$ cat config.mk
export PLATFORM = sky130hd
export DESIGN_NAME = oric_printer_port
export DESIGN_NICKNAME = d
export VERILOG_FILES = /design/src/rtl/oric_printer_port.sv
export SDC_FILE = /design/constraint.sdc
export NUM_CORES = 1
export LEC_CHECK = 0
export ABC_AREA = 1
export CORE_MARGIN = 1
export CORE_UTILIZATION = 45
export DETAILED_ROUTE_END_ITERATION = 12
export GPL_TIMING_DRIVEN = 0
export SLEW_MARGIN = 40
export SYNTH_ARGS = -nofsm -noshare
export SYNTH_HDL_FRONTEND = slang
export SYNTH_SLANG_ARGS = --single-unit
$ cat constraint.sdc
create_clock -name CLK_IN -period 4.65 [get_ports CLK_IN]
set_input_delay 1.395 -clock CLK_IN [delete_from_list [all_inputs] [get_ports CLK_IN]]
set_output_delay 1.395 -clock CLK_IN [all_outputs]
set_load 0.02 [all_outputs]
$ cat src/rtl/oric_printer_port.sv
// Oric printer port responder: catches Centronics strobes from the VIA,
// queues each byte in a FIFO for the host stream, and answers with a
// timed active-low acknowledge. Acknowledges are withheld while full.
module oric_printer_port #(
    parameter int unsigned DEPTH     = 16,
    parameter int unsigned ACK_DELAY = 2,
    parameter int unsigned ACK_WIDTH = 5
) (
    input  logic                      CLK_IN,
    input  logic                      RESETn,
    input  logic                      ENA_1MHZ,
    input  logic                      PRN_STROBE,
    input  logic [7:0]                PRN_DATA,
    output logic                      PRN_ACK_L,
    output logic                      PRN_BUSY,
    output logic [7:0]                out_data,
    output logic                      out_valid,
    input  logic                      out_ready,
    output logic [$clog2(DEPTH):0]    fifo_level,
    output logic                      overflow,
    input  logic                      overflow_clr
);

    localparam int AW = $clog2(DEPTH);
    localparam int LW = AW + 1;
    localparam int CW = 16;

    localparam logic [1:0] S_IDLE  = 2'd0;
    localparam logic [1:0] S_HOLD  = 2'd1;
    localparam logic [1:0] S_DELAY = 2'd2;
    localparam logic [1:0] S_ACK   = 2'd3;

    // Where an accepted byte's acknowledge sequence begins: a zero delay
    // skips DELAY and drops ACK_L on the very next edge.
    localparam logic [1:0]    START_STATE = (ACK_DELAY == 0) ? S_ACK : S_DELAY;
    localparam logic [CW-1:0] START_CNT   = (ACK_DELAY == 0) ? CW'(ACK_WIDTH) : CW'(ACK_DELAY);

    logic          stb_q;
    logic          armed_q;
    logic [1:0]    state_q, state_d;
    logic [CW-1:0] cnt_q, cnt_d;
    logic          pending_q, pending_d;
    logic [7:0]    hold_q, hold_d;
    logic          ovf_q, ovf_d;
    logic [AW-1:0] wr_ptr_q, rd_ptr_q;
    logic [LW-1:0] level_q, level_d;
    logic [7:0]    mem [DEPTH];

    logic          capture;
    logic          full;
    logic          empty;
    logic          pop;
    logic          push;
    logic [7:0]    push_byte;
    logic          ovf_set;

    // Falling-edge capture; armed_q blocks a strobe that was already low at reset release.
    assign capture = armed_q & stb_q & ~PRN_STROBE;

    // Full/empty are judged on the pre-pop level so a push at full never sneaks in.
    assign full  = (level_q == LW'(DEPTH));
    assign empty = (level_q == '0);
    assign pop   = ~empty & out_ready;

    assign out_valid  = ~empty;
    assign out_data   = empty ? 8'h00 : mem[rd_ptr_q];
    assign fifo_level = level_q;
    assign overflow   = ovf_q;
    assign PRN_ACK_L  = (state_q != S_ACK);
    assign PRN_BUSY   = (state_q == S_HOLD);

    // Handshake FSM: decides pushes, holding, drops and acknowledge timing.
    always_comb begin
        state_d   = state_q;
        cnt_d     = cnt_q;
        pending_d = pending_q;
        hold_d    = hold_q;
        ovf_set   = 1'b0;
        push      = 1'b0;
        push_byte = PRN_DATA;
        case (state_q)
            S_IDLE: begin
                if (capture) begin
                    if (!full) begin
                        push    = 1'b1;
                        state_d = START_STATE;
                        cnt_d   = START_CNT;
                    end else begin
                        hold_d  = PRN_DATA;
                        state_d = S_HOLD;
                    end
                end
            end
            S_HOLD: begin
                push_byte = hold_q;
                if (capture) begin
                    ovf_set = 1'b1;
                end
                if (!full) begin
                    push    = 1'b1;
                    state_d = START_STATE;
                    cnt_d   = START_CNT;
                end
            end
            S_DELAY: begin
                if (capture) begin
                    if (!full) begin
                        push = 1'b1;
                    end else begin
                        ovf_set = 1'b1;
                    end
                end
                pending_d = pending_q | capture;
                if (ENA_1MHZ) begin
                    if (cnt_q <= CW'(1)) begin
                        state_d = S_ACK;
                        cnt_d   = CW'(ACK_WIDTH);
                    end else begin
                        cnt_d = cnt_q - CW'(1);
                    end
                end
            end
            default: begin
                if (capture) begin
                    if (!full) begin
                        push = 1'b1;
                    end else begin
                        ovf_set = 1'b1;
                    end
                end
                pending_d = pending_q | capture;
                if (ENA_1MHZ) begin
                    if (cnt_q <= CW'(1)) begin
                        // A capture landing on the final tick still earns its pulse.
                        if (pending_q || capture) begin
                            pending_d = 1'b0;
                            state_d   = START_STATE;
                            cnt_d     = START_CNT;
                        end else begin
                            pending_d = 1'b0;
                            state_d   = S_IDLE;
                        end
                    end else begin
                        cnt_d = cnt_q - CW'(1);
                    end
                end
            end
        endcase
    end

    // Level bookkeeping; a simultaneous push and pop leaves it unchanged.
    always_comb begin
        level_d = level_q;
        if (push && !pop) begin
            level_d = level_q + LW'(1);
        end else if (pop && !push) begin
            level_d = level_q - LW'(1);
        end
    end

    // Sticky overflow; a new drop in the same cycle outranks the clear.
    always_comb begin
        ovf_d = ovf_q;
        if (ovf_set) begin
            ovf_d = 1'b1;
        end else if (overflow_clr) begin
            ovf_d = 1'b0;
        end
    end

    // State, pointer and control registers.
    always_ff @(posedge CLK_IN) begin
        if (!RESETn) begin
            stb_q     <= 1'b1;
            armed_q   <= 1'b0;
            state_q   <= S_IDLE;
            cnt_q     <= '0;
            pending_q <= 1'b0;
            hold_q    <= 8'h00;
            ovf_q     <= 1'b0;
            wr_ptr_q  <= '0;
            rd_ptr_q  <= '0;
            level_q   <= '0;
        end else begin
            stb_q     <= PRN_STROBE;
            armed_q   <= 1'b1;
            state_q   <= state_d;
            cnt_q     <= cnt_d;
            pending_q <= pending_d;
            hold_q    <= hold_d;
            ovf_q     <= ovf_d;
            level_q   <= level_d;
            if (push) begin
                wr_ptr_q <= wr_ptr_q + AW'(1);
            end
            if (pop) begin
                rd_ptr_q <= rd_ptr_q + AW'(1);
            end
        end
    end

    // FIFO storage; contents need no reset since the level gates visibility.
    always_ff @(posedge CLK_IN) begin
        if (RESETn && push) begin
            mem[wr_ptr_q] <= push_byte;
        end
    end

endmodule
== After elaboration in Yosys (flattened, before gate mapping) ==
Memories as Yosys holds them, arrays and structs flattened. A register that Yosys moved wholly into a read port is not among the register bits.
Cells that the tools add are included.
Storage, ports and cells
  memories kept: 1
  input port bits: 14
  memory bits (writable): 128
  bits in registers: 43
  word-level logic and storage cells: 86
  output and inout port bits: 17
Memories
  mem: depth 16, width 8, read ports 1, clocked after Yosys merged registers in 1, write ports 1, RTL line 47  | logic [7:0] mem [DEPTH];
Operators by class
  multiplexer cells: 38
  bitwise logic cells: 6
  $add $sub $neg: 5
  eq/ne operators: 9
  $lt $le $gt $ge: 1
  reduce and logical (&&, ||, !) cells: 16
Operators with widths (number)
  $mux W16: 7
  $pmux W16 S3: 1
  $le A16 B1 Y1 const B: 1
  $mux W2: 8
  $mux W8: 2
  $sub A16 B1 Y16 const B: 1
  $mux W1: 13
  $mux W5: 2
  $ne A2 B2 Y1 const B: 5
  $add A4 B1 Y4 const B: 2
  $mux W4: 2
  $pmux W2 S3: 1
  $reduce_and A6 Y1: 1
  $reduce_bool A3 Y1: 2
  $add A5 B1 Y5 const B: 1
  $eq A5 B5 Y1 const B: 1
  $logic_not A5 Y1: 1
  $ne A5 B2 Y1 const B: 1
  $sub A5 B1 Y5 const B: 1
  $pmux W1 S2: 2
  $reduce_and A4 Y1: 1
  $reduce_bool A2 Y1: 2
  $and A1 B1 Y1: 3
  $logic_and A1 B1 Y1: 3
  9 further kinds: 11

== Logic depth before layout (Yosys ltp) ==
Gate-level depths: netlist of the first run.
  word-level depth: 8
  mapped depth: 18
  mapped depth without buffers: 17

== Worst setup path after synthesis of the first run ==
No wires, ideal clock.
  path type: input-to-reg
  from: input PRN_STROBE
  to: register level_q[4] (netlist: fifo_level[4])
  data required time: 4.537 ns
  arrival: 3.087 ns
  library setup time: 0.113 ns
  stages: 15
  setup slack: 1.451 ns
  path buffers: 0
  cells stage by stage: inv_1 > nand3_1 > nand2_1 > nand2_1 > inv_1 > ha_1 > inv_1 > fa_1 > a21o_1 > a21oi_1 > nor2_1 > nor2_1 > nand2_1 > nor2_1 > nor2_1
On the way
  longest elaborated chain between the ends: 7
  elaborated cells on any way between the ends: 9
  those cells by class: 3 x mux; 2 x bitwise; 4 x reduce/logical
Ends and longest elaborated chain
  start, declared: RTL line 12  | input logic PRN_STROBE,
  $not A1 Y1 *: RTL line 58  | assign capture = armed_q & stb_q & ~PRN_STROBE;
  $and A1 B1 Y1 *: RTL line 58
  $mux W1 *: RTL line 106  | if (capture) begin
  $mux W1 *
  net push: RTL line 53  | logic push;
  $logic_not A1 Y1: RTL line 156  | end else if (pop && !push) begin
  $logic_and A1 B1 Y1: RTL line 156
  $reduce_bool A2 Y1 (no line)
  end signal, assigned: RTL line 192  | level_q <= level_d;
  end, declared: RTL line 46  | logic [LW-1:0] level_q, level_d;
Mark *: on every way through the listed nets, which the timed path passes. The rest lies on a longest branch.
A chain may end at the register's enable or synchronous reset.

==> impl_metrics.env, run 1 <==
export IMPL_worstMarginPinSlew_ps=859.6
export IMPL_ios=31
export IMPL_dieArea_um2=17530
export IMPL_h_tree_depth=4
export IMPL_worst_setup_path_type="flop to output port"
export IMPL_hp_class="flop to flop"
export IMPL_ys_types=34
export IMPL_area_delta_synth_final_pct=15.84
export IMPL_cp_end_kind="output port"
export IMPL_post_drt_wl_per_cell_um=18.75
export IMPL_clockBufferDepth=2
export IMPL_antenna_found_initial=0
export IMPL_die_h_um=132.4
export IMPL_max_slew_margin_rel_pct=42.48
export IMPL_drive_gt1_share_pct=7.615
export IMPL_start_kind="flop"
export IMPL_power_switching_uw=2287
export IMPL_netlist_area_leader_share_pct=50.22
export IMPL_pwr_share_clk_pct=25.1
export IMPL_cts_buffers=17
export IMPL_drv_cap=0
export IMPL_setup_viol=0
export IMPL_place_area_um2=8234
export IMPL_avgSynthCellArea_um2=10.36
export IMPL_start_util_pct=46.15
export IMPL_postLayoutCoreUtil_pct=53.46
export IMPL_synth_fp_nets=770
export IMPL_cts_tree="built"
export IMPL_cts_root_buffer="clkbuf_16"
export IMPL_row_count=47
export IMPL_timing_fmax_ghz=0.2256
export IMPL_hold_buffers=0
export IMPL_dp_final_hpwl_um=13010
export IMPL_p_sw_share_pct=38.79
export IMPL_core_um2=16580
export IMPL_ys_async_sr_fraction_pct=0
export IMPL_clock_sinks=175
export IMPL_p_int_uw=3609
export IMPL_n_fill_cell=1460
export IMPL_dr_pass1_iters=5
export IMPL_rsz0062_at_grt="false"
export IMPL_period_share_pct=95.31
export IMPL_worst_path_buf_inv=3
export IMPL_pwr_share_comb_pct=40.4
export IMPL_diodes=0
export IMPL_post_cts_resized=0
export IMPL_layout_nets=819
export IMPL_yosysTopAreaCell="edfxtp_1"
export IMPL_synth_edf_count=128
export IMPL_ant_nets=0
export IMPL_path_cells="buf_2 > clkbuf_1 > nor2_1 > o221ai_1 > nand3_1 > a21oi_1 > clkdlybuf4s50_1"
export IMPL_clk_pin_slew_ps=60
export IMPL_synth_flop_cell="edfxtp_1"
export IMPL_post_route_cell_area_um2=8866
export IMPL_slowest_stage="clkdlybuf4s50_1"
export IMPL_powerDensity_nw_per_um2=665.1
export IMPL_critPathTopFamily="buffers and inverters"
export IMPL_grt_pass1_vias=5488
export IMPL_synthTopCellsByArea="edfxtp_1, dfxtp_1, nor2_1"
export IMPL_arrival_ps=3040
export IMPL_grt_max_degree=17
export IMPL_routabilityCongestion=0.8818
export IMPL_cpPeakStageDelay_ps=620
export IMPL_syn_area_um2=7654
export IMPL_vdd_drop_max_mv=0.4319
export IMPL_grt_overflow_total=0
export IMPL_setup_tns_ps=0
export IMPL_finalCriticalPeriod_ps=4432
export IMPL_routed_wl_um=19140
export IMPL_ys_seq_area_share_pct=62.51
export IMPL_synth_seq_cells=175
export IMPL_drc=0
export IMPL_status="finished, final reports clean"
export IMPL_pwr_share_seq_pct=34.5
export IMPL_cp_required_ps=3250
export IMPL_drt_iter0_markers=460
export IMPL_slew_violations=0
export IMPL_synth_cells=739
export IMPL_port_buffers=30
export IMPL_total_leakage_power_uw=0.003191
export IMPL_clock_latency_ps=420
export IMPL_chipWidth_um=132.4
export IMPL_post_cts_buffers=0
export IMPL_finClkSkew_ps=8.695
export IMPL_cp_max_fo=10
export IMPL_grt_pass1_wl_um=30060
export IMPL_track_usage_pct=22.74
export IMPL_via_per_inst=5.554
export IMPL_vias=5671
export IMPL_finalHoldViolCount=0
export IMPL_ys_warnings_count=0
[cells in the mapped netlist (5+ instances only)]
master,instances
nand3_1,37
edfxtp_1,128
o21ai_0,65
clkbuf_1,16
nand4_1,8
o21bai_1,32
inv_1,50
nor2_1,146
buf_2,8
o221ai_1,32
nor2_2,5
ha_1,16
nand2_1,88
dfxtp_1,47
a21oi_1,33
[metrics by stage]
| stage | hold WS, ps | total power, uW | cells | setup WS (ps) |
|---|---|---|---|---|
| 2_1_floorplan | 435.6 | 3689 | 739 | 1451 |
| 3_3_place_gp | 456.9 | 4358 | 989 | 638.3 |
| 3_5_place_dp | 470.5 | 4419 | 989 | 639.7 |
| 4_1_cts | 482.3 | 5899 | 1021 | 286.4 |
| 5_1_grt | 517.8 | 6243 | 1021 | 90.22 |
| 6_report | 483.2 | 5897 | 1021 | 217.9 |
[final cells by class]
cell class                      count  area (um^2)  area share (%)
Multi-Input combinational cell    482         2545           28.70
Tap cell                          220        275.3           3.105
Buffer                             30        141.4           1.595
Clock buffer                       25        528.0           5.955
Sequential cell                   175         4785           53.97
Clock inverter                      7        96.34           1.087
Timing Repair Buffer               30        300.3           3.387
Inverter                           52        195.2           2.202
[state kept, by name, summed over array words and instances (netlist names), named ones only]
name / cells
mem: 128
armed_q: 1
rd_ptr_q: 4
hold_q: 8
pending_q: 1
overflow: 1
state_q: 2
cnt_q: 16
stb_q: 1
fifo_level: 5
wr_ptr_q: 4
[worst min-delay path, cell delays in order, from the launching register on]
cell and delay, ps:
dfxtp_1 300, inv_1 60, a21oi_1 80
[power by group through the flow]
| stage | logic [uW] | clock network [uW] | registers, uW |
|---|---|---|---|
| floorplan | 1640 | 0 | 2050 |
| global placement | 2300 | 0 | 2050 |
| detailed placement | 2360 | 0 | 2060 |
| CTS | 2370 | 1500 | 2030 |
| global route | 2640 | 1550 | 2050 |
| finish | 2380 | 1480 | 2030 |
[path summary, 6_finish.rpt]
path / to / cells after the start / slack, ps / startpoint
worst min-delay path: rd_ptr_q[3] / 2 / 480 / rd_ptr_q[3]
worst max register to register: fifo_level[4] / 18 / 1490 / state_q[1]
worst max-delay path: out_data[3] / 7 / 220 / flop
worst min register to register: rd_ptr_q[3] / 2 / 480 / rd_ptr_q[3]
[cells in the final DEF (no fill, tap or decap), types with 19 or more instances in the layout]
master           synthesis  final
nor2_1                 146    141
edfxtp_1               128    128
nand2_1                 88     88
o21ai_0                 65     65
inv_1                   50     50
dfxtp_1                 47     47
nand3_1                 37     37
a21oi_1                 33     33
o21bai_1                32     32
o221ai_1                32     32
clkdlybuf4s50_1          0     30
clkbuf_1                16     19
clkbuf_16                0     19
[cells by family (layout without fill, tap and decap cells)]
kind of cell | count (synthesis) | in the layout | share of synthesized area, %
and+or+nand+nor | 296 | 296 | 16.17
DFF | 175 | 175 | 62.51
AOI/OAI and AO/OA | 167 | 167 | 13.81
buffers and inverters | 82 | 144 | 4.398
adders and majority gates | 17 | 17 | 2.877
xor gates and xnor gates | 2 | 2 | 0.2289
[layer usage]
metal	global-route usage (%)	part of all wire [%]	vias up
li1	-	-	2700
met1	29.57	44	2768
met2	38.48	49	177
met3	4.215	5.6	26
met4	7.344	1.7	0
met5	0	0	-
Note: power is estimated with default switching activity, not from simulation.
==> inputs of run 2 (changes only) <==
Settings changed: CORE_UTILIZATION 45 to 64, PLACE_DENSITY from default to 0.85.
==> run 2 against run 1 <==
  * The run now ends with design-rule violations left
  * Setup slack got worse by 5.6 ps
  * Sequential cell count did not move
  * Clock power fell by 10%
  * Clock skew fell by 0.98 ps
  * Critical endpoint unchanged
  * Largest cell class unchanged
  * Highest routed layer unchanged
==> impl_metrics.env, run 2 (synthesis results as in run 1) <==
export IMPL_status="complete, but fails checks"
export IMPL_violations="design-rule violations"
export IMPL_pwr_share_seq_pct=35.4
export IMPL_worst_setup_path_type="flop to output port"
export IMPL_clockBufferDepth=2
export IMPL_cp_max_fo=10
export IMPL_cp_required_ps=3250
export IMPL_final_common_cell="nor2_1"
export IMPL_dieArea_um2=12400
export IMPL_grt_pass1_vias=5722
export IMPL_clock_latency_ps=430
export IMPL_arrival_ps=3040
export IMPL_n_fill_cell=785
export IMPL_slew_violations=0
export IMPL_hold_end="overflow"
export IMPL_track_usage_pct=31.91
export IMPL_layout_nets=819
export IMPL_place_ws_ps=672.5
export IMPL_fin_ws_ps=212.3
export IMPL_row_count=39
export IMPL_start_kind="flop"
export IMPL_pwr_share_clk_pct=23.1
export IMPL_total_leakage_power_uw=0.003155
export IMPL_final_cell_mix="nor2_1, edfxtp_1, nand2_1"
export IMPL_max_slew_margin_rel_pct=37.67
export IMPL_cts_tree="built"
export IMPL_largest_register_ffs=128
export IMPL_postLayoutCoreUtil_pct=75.51
export IMPL_start_util_pct=66.46
export IMPL_reg2reg_from="state_q[1]"
export IMPL_hp_class="flop to flop"
export IMPL_setup_tns_ps=0
export IMPL_regMostFlops="mem"
export IMPL_dr_pass1_iters=9
export IMPL_finalHoldViolCount=0
export IMPL_cp_end_kind="output port"
export IMPL_worstMarginPinSlew_ps=931.5
export IMPL_setup_viol=0
export IMPL_drive_gt1_share_pct=7.865
export IMPL_pwr_share_comb_pct=41.5
export IMPL_finClkSkew_ps=7.711
export IMPL_hp_start="overflow"
export IMPL_period_share_pct=95.43
export IMPL_drc=6
export IMPL_cts_root_buffer="clkbuf_16"
export IMPL_h_tree_depth=4
export IMPL_ios=31
export IMPL_die_h_um=111.4
export IMPL_ant_nets=0
export IMPL_post_route_cell_area_um2=8696
export IMPL_clk_pin_slew_ps=70
export IMPL_core_um2=11520
export IMPL_cts_buffers=17
export IMPL_chipWidth_um=111.4
export IMPL_ff2ff_path_depth=18
export IMPL_rsz0062_at_grt="false"
export IMPL_routed_wl_um=18800
export IMPL_antenna_found_initial=0
export IMPL_finalCriticalPeriod_ps=4438
export IMPL_largest_registers="mem (128), cnt_q (16), hold_q (8)"
export IMPL_area_delta_synth_final_pct=13.62
export IMPL_power_switching_uw=2303
export IMPL_port_buffers=30
export IMPL_reg2reg_to="fifo_level[4]"
export IMPL_p_sw_share_pct=40.09
export IMPL_drt_iter0_markers=716
export IMPL_timing_fmax_ghz=0.2253
export IMPL_post_drt_wl_per_cell_um=19.92
export IMPL_dp_final_hpwl_um=12600
export IMPL_via_per_inst=6.126
export IMPL_grt_pass1_wl_um=29420
export IMPL_post_cts_resized=0
export IMPL_post_cts_buffers=0
export IMPL_place_area_um2=8133
export IMPL_grt_overflow_total=0
export IMPL_p_int_uw=3442
export IMPL_vias=5783
export IMPL_hold_buffers=0
export IMPL_clock_sinks=175
export IMPL_whs_path_depth=2
export IMPL_routabilityCongestion=0.9104
export IMPL_vdd_drop_max_mv=0.5359
export IMPL_diodes=0
export IMPL_drv_cap=0
export IMPL_r2r_slack_ps=1440
export IMPL_grt_max_degree=17
export IMPL_powerDensity_nw_per_um2=660.7
==> run 2: layout make-up <==
cell class	count	area, um^2	area share (%)
clock buffer	17	425.4	4.892
multi-input combinational	482	2547	29.29
timing repair buffer	30	300.3	3.453
buffer	30	141.4	1.626
tap	143	178.9	2.058
inverter	52	195.2	2.245
sequential	175	4785	55.02
clock inverter	15	122.6	1.410
==> run 2: per-layer routing <==
layer,vias to the layer above,global-route usage [%],share of wire [%]
met2,331,53.33,49
met3,58,7.131,8.5
met4,0,15.41,3.9
met5,-,0,0
li1,2685,-,-
met1,2709,39.65,39
==> run 2: metrics by stage <==
| stage | total power [uW] | hold WS (ps) | std cells |
|---|---|---|---|
| after CTS | 5707 | 505.1 | 944 |
| after floorplan | 3689 | 435.6 | 739 |
| after global routing | 6056 | 533.9 | 944 |
| after detailed placement | 4392 | 468.0 | 912 |
| final | 5746 | 499.6 | 944 |
| after global placement | 4290 | 455.0 | 912 |
==> run 2: worst max path at each step <==
stage | startpoint | end | slack (ps) | cells past startpoint
2_1_floorplan | PRN_STROBE | fifo_level[4] | 1450 | 15
3_3_place_gp | RESETn | mem[3][1] | 720 | 5
3_5_place_dp | PRN_STROBE | fifo_level[4] | 670 | 16
4_1_cts | flop | out_data[3] | 300 | 7
5_1_grt | flop | out_data[2] | 170 | 7
6_report | flop | out_data[3] | 210 | 7
==> run 2: power groups by stage <==
stage | clock network, uW | logic, uW | registers (uW)
floorplan | 0 | 1640 | 2050
global placement | 0 | 2240 | 2050
finish | 1330 | 2380 | 2030
CTS | 1330 | 2350 | 2030
detailed placement | 0 | 2330 | 2060
global route | 1390 | 2620 | 2050
==> run 2: critical path: stages (launching register included) <==
cell and delay (ps):
dfxtp_1 330, buf_2 220, clkbuf_1 500, nor2_1 110
o221ai_1 460, nand3_1 150, a21oi_1 200, clkdlybuf4s50_1 630
==> inputs of run 3 (changes only) <==
Settings changed: CORE_UTILIZATION 64 to 45, PLACE_DENSITY 0.85 to 0.64.
==> run 3 against run 2 <==
  * The run now ends clean
  * Core utilization decreased by 22 points
  * Worst hold slack got worse by 22 ps
  * Total power increased by 2.7%
  * Combinational power about the same
  * Via count decreased by 3.4%
  * Clock power increased by 13%
  * Count of clock-buffer cells in the layout increased by 1
  * Wire length increased by 0.13%
  * Die area increased by 41%
  * First-iteration DRC count decreased by 7.7%
  * Maximum frequency increased by 1.5%
==> impl_metrics.env, run 3 (synthesis results as in run 1) <==
export IMPL_status="finished, final reports clean"
export IMPL_rsz0062_at_grt="false"
export IMPL_final_common_cell="nor2_1"
export IMPL_ant_nets=0
export IMPL_place_ws_ps=610.5
export IMPL_setup_tns_ps=0
export IMPL_clk_pin_slew_ps=60
export IMPL_p_int_uw=3610
export IMPL_r2r_slack_ps=1420
export IMPL_pwr_share_seq_pct=34.4
export IMPL_grt_busiest_layer="met2"
export IMPL_drive_gt1_share_pct=7.990
export IMPL_largest_registers="mem (128), cnt_q (16), hold_q (8)"
export IMPL_worst_setup_path_type="flop to output port"
export IMPL_largest_register_ffs=128
export IMPL_pwr_share_clk_pct=25.3
export IMPL_area_delta_synth_final_pct=15.84
export IMPL_fin_ws_ps=277.9
export IMPL_drv_cap=0
export IMPL_cts_root_buffer="clkbuf_16"
export IMPL_start_util_pct=46.15
export IMPL_cp_max_fo=10
export IMPL_drt_iter0_markers=661
export IMPL_grt_util_met3_pct=4.598
export IMPL_seq_area_um2=4785
export IMPL_die_h_um=132.4
export IMPL_power_switching_uw=2291
export IMPL_reg2reg_from="state_q[1]"
export IMPL_grt_met1_usage_pct=30.22
export IMPL_grt_overflow_total=0
export IMPL_powerDensity_nw_per_um2=665.5
export IMPL_regMostFlops="mem"
export IMPL_reg2reg_to="fifo_level[4]"
export IMPL_timing_fmax_ghz=0.2287
export IMPL_grt_pass1_wl_um=29500
export IMPL_n_fill_cell=1481
export IMPL_ff2ff_path_depth=18
export IMPL_max_slew_margin_rel_pct=44.62
export IMPL_final_cell_mix="nor2_1, edfxtp_1, nand2_1"
export IMPL_cts_tree="built"
export IMPL_vias=5587
export IMPL_crit_end="out_data[2]"
export IMPL_row_count=47
export IMPL_ios=31
export IMPL_p_sw_share_pct=38.82
export IMPL_routed_wl_um=18830
export IMPL_multi_input_area_um2=2550
export IMPL_post_drt_wl_per_cell_um=18.44
export IMPL_pwr_share_comb_pct=40.2
export IMPL_cp_required_ps=3250
export IMPL_period_share_pct=94.02
export IMPL_clock_latency_ps=430
export IMPL_total_leakage_power_uw=0.003196
export IMPL_cpPeakStageDelay_ps=630
export IMPL_post_cts_buffers=0
export IMPL_dieArea_um2=17530
export IMPL_diodes=0
export IMPL_clock_sinks=175
export IMPL_hold_buffers=0
export IMPL_cts_buffers=17
export IMPL_finalHoldViolCount=0
export IMPL_cp_end_kind="output port"
export IMPL_path_cells="buf_2 > clkbuf_1 > nor2_1 > o221ai_1 > nand3_1 > a21oi_1 > clkdlybuf4s50_1"
export IMPL_start_kind="flop"
export IMPL_layout_nets=819
export IMPL_port_buffers=30
export IMPL_core_um2=16580
export IMPL_postLayoutCoreUtil_pct=53.46
export IMPL_track_usage_pct=22.49
export IMPL_routabilityCongestion=0.8681
export IMPL_cp_depth=7
export IMPL_h_tree_depth=4
export IMPL_use_met2_pct=36.93
export IMPL_chipWidth_um=132.4
export IMPL_grt_max_degree=17
export IMPL_drc=0
export IMPL_vdd_drop_max_mv=0.5130
export IMPL_arrival_ps=2980
export IMPL_finalCriticalPeriod_ps=4372
export IMPL_grt_pass1_vias=5404
export IMPL_clockBufferDepth=2
export IMPL_post_cts_resized=0
export IMPL_worstMarginPinSlew_ps=827.6
export IMPL_slowest_stage="clkdlybuf4s50_1"
export IMPL_worst_path_buf_inv=3
export IMPL_via_per_inst=5.472
export IMPL_setup_viol=0
export IMPL_antenna_found_initial=0
export IMPL_slew_violations=0
export IMPL_hp_class="flop to flop"
export IMPL_finClkSkew_ps=7.920
export IMPL_critPathTopFamily="buffers and inverters"
export IMPL_dr_pass1_iters=7
export IMPL_dp_final_hpwl_um=12840
run 3: through the flow:
step                      total power, uW  std cells  instance area [um^2]  hold WS [ps]
after global placement               4343        989                  8229         456.2
after global routing                 6267       1021                  8866         508.8
after floorplan                      3689        739                  7654         435.6
after detailed placement             4409        989                  8234         470.4
after CTS                            5899       1021                  8853         483.8
final                                5900       1021                  8866         477.9
run 3: final cells by class:
type                    count  share of cell area, %
flip-flops and latches    175                  53.97
multi-input cells         482                  28.76
clock buffers              18                  4.841
repair buffers             30                  3.387
well taps                 220                  3.105
inverters                  52                  2.202
clock inverters            14                  2.145
plain buffers              30                  1.595
run 3: routing by layer:
metal / up-vias / wire length [um]
li1: 2692 / -
met1: 2663 / 8121
met2: 212 / 9122
met3: 20 / 1306
met4: 0 / 277
met5: - / 0
run 3: power by group through the flow:
stage / Combinational (uW) / Clock [uW] / Sequential, uW
global route: 2640 / 1580 / 2050
floorplan: 1640 / 0 / 2050
global placement: 2290 / 0 / 2050
finish: 2370 / 1500 / 2030
detailed placement: 2350 / 0 / 2060
CTS: 2360 / 1510 / 2030
run 3: how the worst min path moves through the flow:
stage                              to         from  slack (ps)  depth (start not counted)
after global placement    rd_ptr_q[3]  rd_ptr_q[3]         460                          2
after detailed placement  rd_ptr_q[3]  rd_ptr_q[3]         470                          2
final                     rd_ptr_q[3]  rd_ptr_q[3]         480                          2
after global routing             flop  rd_ptr_q[2]         510                          2
after CTS                 rd_ptr_q[3]  rd_ptr_q[3]         480                          2
after floorplan                  flop  rd_ptr_q[3]         440                          2
run 3: worst min-delay path: cells and delay by family, from the launching register on:
family	cells	cell delay, ps
buf+inv	1	60
compound gates	1	70
flops	1	300
